**src/rtl/iic_wr_byte.sv**
```systemverilog
`default_nettype none
// ============================================================================
// Module   : iic_wr_byte
// Purpose  : Serialises one DW-bit byte MSB-first onto SDA, then releases SDA
//            for one SCL period and samples the slave ACK bit. Used for the
//            address, command and register bytes of the SHT21 IIC controller.
//            Bit timing follows the one-cycle SCL phase strobes from the
//            shared SCL generator.
// Ports    :
//   clk      in   system clock
//   rst_n    in   asynchronous active-low reset
//   abort    in   synchronous clear back to IDLE (beats start)
//   start    in   one-cycle request to send data_in (IDLE only)
//   data_in  in   byte to transmit, latched on accepted start
//   scl_hc   in   strobe at centre of SCL high
//   scl_ls   in   strobe at SCL falling edge
//   scl_lc   in   strobe at centre of SCL low
//   sda_in   in   SDA pad input (asynchronous)
//   sdar     out  SDA output value
//   sdalink  out  SDA output enable (1 = drive sdar)
//   busy     out  high from accepted start until done
//   done     out  one-cycle pulse at the end of the ACK bit period
//   nack     out  1 = slave NACKed the last byte; held until next start
// Revision : 1.0 - initial release
// ============================================================================
module iic_wr_byte #(
    parameter int DW          = 8,
    parameter int SYNC_STAGES = 2
) (
    input  logic          clk,
    input  logic          rst_n,
    input  logic          abort,
    input  logic          start,
    input  logic [DW-1:0] data_in,
    input  logic          scl_hc,
    input  logic          scl_ls,
    input  logic          scl_lc,
    input  logic          sda_in,
    output logic          sdar,
    output logic          sdalink,
    output logic          busy,
    output logic          done,
    output logic          nack
);

    localparam int             c_cnt_w    = (DW > 1) ? $clog2(DW) : 1;
    localparam logic [c_cnt_w-1:0] c_last_bit = c_cnt_w'(DW - 1);

    typedef enum logic [1:0] {
        IDLE    = 2'd0,
        WAIT_LC = 2'd1,
        SHIFT   = 2'd2,
        ACK     = 2'd3
    } state_t;

    // ------------------------------------------------------------------
    // SDA input synchroniser; free-running, only rst_n touches it.
    // ------------------------------------------------------------------
    logic [SYNC_STAGES-1:0] r_sync;
    logic                   w_sda_sync;

    always_ff @(posedge clk or negedge rst_n) begin
        if (!rst_n) begin
            r_sync <= '1;
        end else begin
            r_sync <= {r_sync[SYNC_STAGES-2:0], sda_in};
        end
    end

    assign w_sda_sync = r_sync[SYNC_STAGES-1];

    // ------------------------------------------------------------------
    // Registered state and outputs
    // ------------------------------------------------------------------
    state_t             r_state,     w_state;
    logic [DW-1:0]      r_shreg,     w_shreg;
    logic [c_cnt_w-1:0] r_cnt,       w_cnt;
    logic               r_high_seen, w_high_seen;
    logic               r_sdar,      w_sdar;
    logic               r_sdalink,   w_sdalink;
    logic               r_busy,      w_busy;
    logic               r_done,      w_done;
    logic               r_nack,      w_nack;
    logic [c_cnt_w-1:0] w_bit_idx;

    // Shift register is never shifted; the counter selects the bit so the
    // latched byte stays intact for the whole transfer.
    assign w_bit_idx = c_last_bit - r_cnt;

    always_ff @(posedge clk or negedge rst_n) begin
        if (!rst_n) begin
            r_state     <= IDLE;
            r_shreg     <= '0;
            r_cnt       <= '0;
            r_high_seen <= 1'b0;
            r_sdar      <= 1'b0;
            r_sdalink   <= 1'b0;
            r_busy      <= 1'b0;
            r_done      <= 1'b0;
            r_nack      <= 1'b0;
        end else if (abort) begin
            r_state     <= IDLE;
            r_shreg     <= '0;
            r_cnt       <= '0;
            r_high_seen <= 1'b0;
            r_sdar      <= 1'b0;
            r_sdalink   <= 1'b0;
            r_busy      <= 1'b0;
            r_done      <= 1'b0;
            r_nack      <= 1'b0;
        end else begin
            r_state     <= w_state;
            r_shreg     <= w_shreg;
            r_cnt       <= w_cnt;
            r_high_seen <= w_high_seen;
            r_sdar      <= w_sdar;
            r_sdalink   <= w_sdalink;
            r_busy      <= w_busy;
            r_done      <= w_done;
            r_nack      <= w_nack;
        end
    end

    // ------------------------------------------------------------------
    // Next-state logic. Strobe priority is scl_lc > scl_hc > scl_ls.
    // high_seen guarantees a falling edge only ends a bit whose high phase
    // was actually observed, so a start landing mid-period is harmless.
    // ------------------------------------------------------------------
    always_comb begin
        w_state     = r_state;
        w_shreg     = r_shreg;
        w_cnt       = r_cnt;
        w_high_seen = r_high_seen;
        w_sdar      = r_sdar;
        w_sdalink   = r_sdalink;
        w_busy      = r_busy;
        w_done      = 1'b0;
        w_nack      = r_nack;

        case (r_state)
            IDLE: begin
                if (start) begin
                    w_shreg = data_in;
                    w_cnt   = '0;
                    w_nack  = 1'b0;
                    w_busy  = 1'b1;
                    w_state = WAIT_LC;
                end
            end

            WAIT_LC: begin
                if (scl_lc) begin
                    w_sdalink = 1'b1;
                    w_sdar    = r_shreg[DW-1];
                    w_state   = SHIFT;
                end
            end

            SHIFT: begin
                if (scl_lc) begin
                    w_sdar = r_shreg[w_bit_idx];
                end else if (scl_hc) begin
                    w_high_seen = 1'b1;
                end else if (scl_ls && r_high_seen) begin
                    w_high_seen = 1'b0;
                    if (r_cnt == c_last_bit) begin
                        w_state = ACK;
                    end else begin
                        w_cnt = r_cnt + 1'b1;
                    end
                end
            end

            ACK: begin
                if (scl_lc) begin
                    w_sdalink = 1'b0;
                    w_sdar    = 1'b0;
                end else if (scl_hc && !r_sdalink) begin
                    // Sample only once SDA has been released to the slave.
                    w_nack      = w_sda_sync;
                    w_high_seen = 1'b1;
                end else if (scl_ls && r_high_seen) begin
                    w_done      = 1'b1;
                    w_busy      = 1'b0;
                    w_high_seen = 1'b0;
                    w_state     = IDLE;
                end
            end

            default: begin
                w_state = IDLE;
            end
        endcase
    end

    assign sdar    = r_sdar;
    assign sdalink = r_sdalink;
    assign busy    = r_busy;
    assign done    = r_done;
    assign nack    = r_nack;

endmodule
`default_nettype wire

```
**config.mk**
```make
export PLATFORM = sky130hd
export DESIGN_NAME = iic_wr_byte
export DESIGN_NICKNAME = d
export VERILOG_FILES = /design/src/rtl/iic_wr_byte.sv
export SDC_FILE = /design/constraint.sdc
export NUM_CORES = 1
export LEC_CHECK = 0
export ABC_AREA = 0
export CORE_MARGIN = 2
export CORE_UTILIZATION = 50
export CTS_CLUSTER_SIZE = 20
export DETAILED_ROUTE_END_ITERATION = 10
export GPL_TIMING_DRIVEN = 0
export PLACE_DENSITY = 0.75
export SYNTH_ARGS = -nofsm -noshare
export SYNTH_HDL_FRONTEND = slang
export SYNTH_SLANG_ARGS = --single-unit
```
**constraint.sdc**
```tcl
create_clock -name clk -period 2.8 [get_ports clk]
set_clock_uncertainty 0.05 [all_clocks]
set_input_delay 0.84 -clock clk [delete_from_list [all_inputs] [get_ports clk]]
set_output_delay 0.84 -clock clk [all_outputs]
set_load 0.01 [all_outputs]
```
**Word-level counts from Yosys, hierarchy flattened**

Cells that the tools add are included.

- Bits of input ports: 16
- Register bits: 21

- $lt $le $gt $ge: 1
- Add/sub/neg operators: 2
- Equal/unequal tests: 17
- Reduce and logical (&&, ||, !) cells: 19
- Multiplexer cells: 54

Operators with widths:

| operator | count |
|---|---|
| != test 3 bit (second input constant) | 13 |
| 2-to-1 mux 1 bit | 27 |
| 2-to-1 mux 8 bit | 3 |
| 2-to-1 mux 2 bit | 10 |
| 2-to-1 mux 3 bit | 6 |
| nonzero test 3 bit | 4 |
| AND reduction 9 bit | 1 |
| one-hot mux 1 bit (2 select lines) | 4 |
| one-hot mux 2 bit (4 select lines) | 1 |
| AND reduction 4 bit | 2 |
| one-hot mux 3 bit (2 select lines) | 1 |
| AND reduction 3 bit | 2 |
| AND reduction 6 bit | 1 |
| AND reduction 5 bit | 1 |
| == test 2 bit (second input constant) | 2 |
| < comparator 3 x 4 -> 1 bit (second input constant) | 1 |
| nonzero test 2 bit | 2 |
| nonzero test 4 bit | 1 |
| adder 3 x 1 -> 3 bit (second input constant) | 1 |
| binary-select mux 1 bit (select 3 bit) | 1 |
| == test 3 bit (second input constant) | 1 |
| one-hot mux 1 bit (3 select lines) | 1 |
| subtractor 3 bit (first input constant) | 1 |
| == test 2 x 1 -> 1 bit (second input constant) | 1 |
| 4 further kinds | 5 |

**Depth between registers and ports, before layout**

Gate-level depths: netlist of the first run.

- Word-level depth: 7
- Depth in mapped cells: 7
- Depth with buffers taken out: 6

**Least setup slack after synthesis of the first run**

OpenSTA, ideal clock, no wires.

- Path type: in2reg
- Start point: in scl_lc
- End point: reg r_cnt[0]
- Slack: 1.017 ns
- Cell stages on the path: 4
- Setup time: 0.122 ns
- Path buffers: 1
- Arrival time: 1.611 ns
- Data required time: 2.628 ns
- Path through: buf_6 nor4_4 o21ai_0 a32o_1

- Longest elaborated chain between the ends: 2

Ends and longest elaborated chain:

| what | line | source |
|---|---|---|
| start: declaration | 37 | `input logic scl_lc,` |
| != test 3 bit (no line) | n/a |  |
| AND reduction 6 bit (no line) | n/a |  |
| end signal: assignment | 114 | `r_cnt <= w_cnt;` |
| end: declaration | 77 | `logic [c_cnt_w-1:0] r_cnt, w_cnt;` |

No other way between the ends.
A chain may end at the register's enable or synchronous reset.

**Final worst setup path of the first run**

- Start point: reg r_sdalink (netlist: sdalink)
- End point: out sdalink

RTL lines:

| what | line | source |
|---|---|---|
| start: declaration | 80 | `logic r_sdalink, w_sdalink;` |
| start signal: assignment | 117 | `r_sdalink <= w_sdalink;` |
| end: declaration | 40 | `output logic sdalink,` |

No word-level cell between the ends.

==> results of run 1 <==
worst paths after layout:
check                              to  depth (start not counted)
min                         r_sync[1]                          0
max in group asynchronous    r_cnt[1]                          1
max reg2reg                  r_cnt[0]                          6
min reg2reg                 r_sync[1]                          0
max                           sdalink                          1
min in group asynchronous  r_shreg[2]                          1
through the flow:
step	cells	power, mW	hold WS (ps)	cell area (um^2)
final	169	0.887	318	1470
after CTS	169	0.886	318	1470
after global placement	165	0.717	300	1440
after detailed placement	165	0.741	298	1440
after global routing	169	0.951	326	1470
after floorplan	119	0.622	295	1220
layout by cell type, fill, tap and decap left out, types with 4 or more instances in the layout:
cell,count
dfrtp_1,19
inv_1,7
ha_1,7
a21oi_1,10
nand2_1,13
nand3_1,10
nor2_1,4
clkdlybuf4s50_1,18
cell type report:
class,instances,area (um^2),area share (%)
clock buffer,3,22.5,1.54
clock inverter,1,5.00,0.342
tap,28,35.0,2.39
sequential,21,528,36.0
inverter,7,26.3,1.79
multi-input combinational,86,629,43.0
buffer,5,38.8,2.65
timing repair buffer,18,180,12.3
per-layer routing:
| layer | share of wire, % | wire length [um] |
|---|---|---|
| met1 | 41 | 1110 |
| met2 | 53 | 1420 |
| met3 | 4.8 | 129 |
| met4 | 0.93 | 25 |
| met5 | 0 | 0 |
sequential cells by signal (all words and copies together) (netlist names):
signal	count
busy	1
r_cnt	3
r_high_seen	1
r_shreg	8
sdalink	1
r_state	2
sdar	1
nack	1
r_sync	2
done	1
cells by family (layout without fill, tap and decap cells):
family | Yosys count | count (layout)
mux | 4 | 4
fa+ha+maj | 7 | 7
simple gates | 43 | 43
compound gates | 32 | 32
buf+inv | 12 | 34
flops | 21 | 21
power breakdown:
group | total (mW) | internal [mW] | switching, mW
registers | 0.378 | 0.348 | 0.0296
logic | 0.359 | 0.159 | 0.201
clock network | 0.150 | 0.0535 | 0.0960
==> key figures, run 1 <==
Yosys
  – Compound-cell area share of the yosys netlist: 19.1%
  – Synth cell types: 43
  – Syn_nets: 142
  – Top cells by count, synth: dfrtp_1, nand2_1, a21oi_1, nand3_1
  – Main synth FF type: dfrtp_1
  – Post-Synth XOR/XNOR Area: 0%
  – Synth area leader: dfrtp_1
  – Mapped Cells: 119
  – Async set-reset flop share out of synthesis: 100%
  – Post-synth top area share: 38.9%
  – Simple-gate area share of the yosys netlist: 20.8%
  – Largest family of logic cells by synthesized area: simple AND/OR/NAND/NOR gates
  – YS warnings: 0
  – Seq/Total Area, Yosys: 43.2%
  – Adder-cell area share of the yosys netlist: 7.16%
  – Top cells by area, synth: dfrtp_1, ha_1, dfstp_2, a21oi_1, nand3_1
  – EDFF count, synth: 0
  – Top-count cell post-synth: dfrtp_1
  – Seq cells post-synth: 21
  – Mean Syn Cell Area: 10.3 um^2
  – Mux cell area share after synthesis: 4.40%
  – Post-Syn Area: 0.00122 mm^2

Pwr
  – Pwr dens: 605 mW/mm^2
  – P_leak: 0.626 nW
  – Max IR drop VDD: 0.456 mV

Place
  – Dpl hpwl: 2040 um
  – Final GP Congestion: 0.809
  – Pre-CTS setup slack: 450 ps
  – Number of port buffers: 18

Global routing
  – Antenna violations before repair: 0
  – Largest net degree at the start of global routing: 22
  – Met3 global-route usage: 5.93%
  – Vias in the first global route: 986
  – GRT overflow: 0
  – GRT Util Overall: 23.0%
  – Busiest grt layer: met2
  – Met2 capacity usage during global routing: 39.3%
  – First-pass GRT wire length: 4660 um
  – GR Util met1: 28.7%

Clock tree
  – CTS Buffer Depth: 2
  – H-tree depth: 1
  – CTS tree: done
  – Postcts setup bufs: 0
  – Hold_buf cts: 0
  – Clk sinks: 21
  – Clock root buffer: clkbuf_4
  – Worst skew pair latency: 310 ps
  – CTS Buf Count: 3
  – Clk slew on worst S/H paths: 120 ps
  – Post-CTS Resized: 0

Min path
  – Hold WC Path Type: flop to flop
  – Hold Crit Start: r_sync[0]

Timing
  – Shortest period the worst path allows: 2160 ps
  – Achievable Freq: 0.463 GHz
  – Final worst-path cycle share: 77.1%
  – Hold Vio Cnt, Final: 0
  – RSZ-0062 raised after global routing: no
  – Worst setup margin: 642 ps
  – Rel. slew slack: 37.6%
  – Max-slew violation count: 0
  – Final Setup Violations: 0
  – Worst-Margin Slew: 934 ps
  – Fin Setup TNS: 0 ps

Worst setup path
  – Critical path's top delay family: buffers and inverters
  – WP data arrival: 1270 ps
  – Worst setup SP type: flop
  – CP required: 1910 ps
  – Crit-path max FO: 4
  – Crit path buf inv count: 1
  – Crit path launch: sdalink
  – WS Path Type: flop to output port
  – CP endpoint kind: output port
  – Critical path's slowest cell: clkdlybuf4s50_1
  – Flop-to-flop setup slack: 970 ps
  – CP peak stage delay: 550 ps
  – Reg2reg start: r_state[0]
  – Critical-path cell list: clkdlybuf4s50_1

Die
  – Core Region: 0.00225 mm^2
  – Initial Util: 54.2%
  – Die Footprint: 0.00286 mm^2
  – Die Wd: 53.4 um
  – Num ports: 21
  – Core Rows: 17
  – Die height: 53.4 um

Layout
  – Share of cells above drive strength 1: 15.6%
  – Final nets: 165
  – Post-layout util: 65.0%
  – Area growth syn-to-layout: 19.9%
  – Ant diodes: 0
  – Fill cells: 199

Drt
  – Via count: 1002
  – Post-Route WL: 2680 um
  – Final ANT Viol Nets: 0
  – Drt wl/cell: 15.9 um
  – Post-route DRC: 0
  – First-pass DRT Iterations: 5
  – DR iter-0 viols: 39
  – Vias per Instance: 5.93

Run
  – Max-Cap Viols: 0

Run status
  – Outcome: complete, no violations
Power figures use the tool's default switching activity.
==> run 2, diff against run 1 <==
==> constraint.sdc (replaced) <==
create_clock -name clk -period 2.2 [get_ports clk]
set_clock_uncertainty 0.05 [all_clocks]
set_input_delay 0.66 -clock clk [delete_from_list [all_inputs] [get_ports clk]]
set_output_delay 0.66 -clock clk [all_outputs]
set_load 0.01 [all_outputs]
==> results of run 2 <==
Same layout as run 1 (identical final DEF). Status: complete, no violations.
Main changes from that run: setup slack after placement 450 ps -> 29.8 ps; setup slack after layout 642 ps -> 222 ps; register-to-register setup slack 970 ps -> 370 ps; total power 0.887 mW -> 1.13 mW; worst IR drop on VDD 0.456 mV -> 0.580 mV
==> run 3, diff against run 2 <==
--- a/config.mk
+++ b/config.mk
@@ -12,6 +12,7 @@
 export DETAILED_ROUTE_END_ITERATION = 10
 export GPL_TIMING_DRIVEN = 0
 export PLACE_DENSITY = 0.75
+export SLEW_MARGIN = 15
 export SYNTH_ARGS = -nofsm -noshare
 export SYNTH_HDL_FRONTEND = slang
 export SYNTH_SLANG_ARGS = --single-unit
==> results of run 3 <==
Same layout as run 1 (identical final DEF). Status: complete, no violations.
Main changes from that run: setup slack after placement 450 ps -> 29.8 ps; setup slack after layout 642 ps -> 222 ps; register-to-register setup slack 970 ps -> 370 ps; total power 0.887 mW -> 1.13 mW; worst IR drop on VDD 0.456 mV -> 0.580 mV
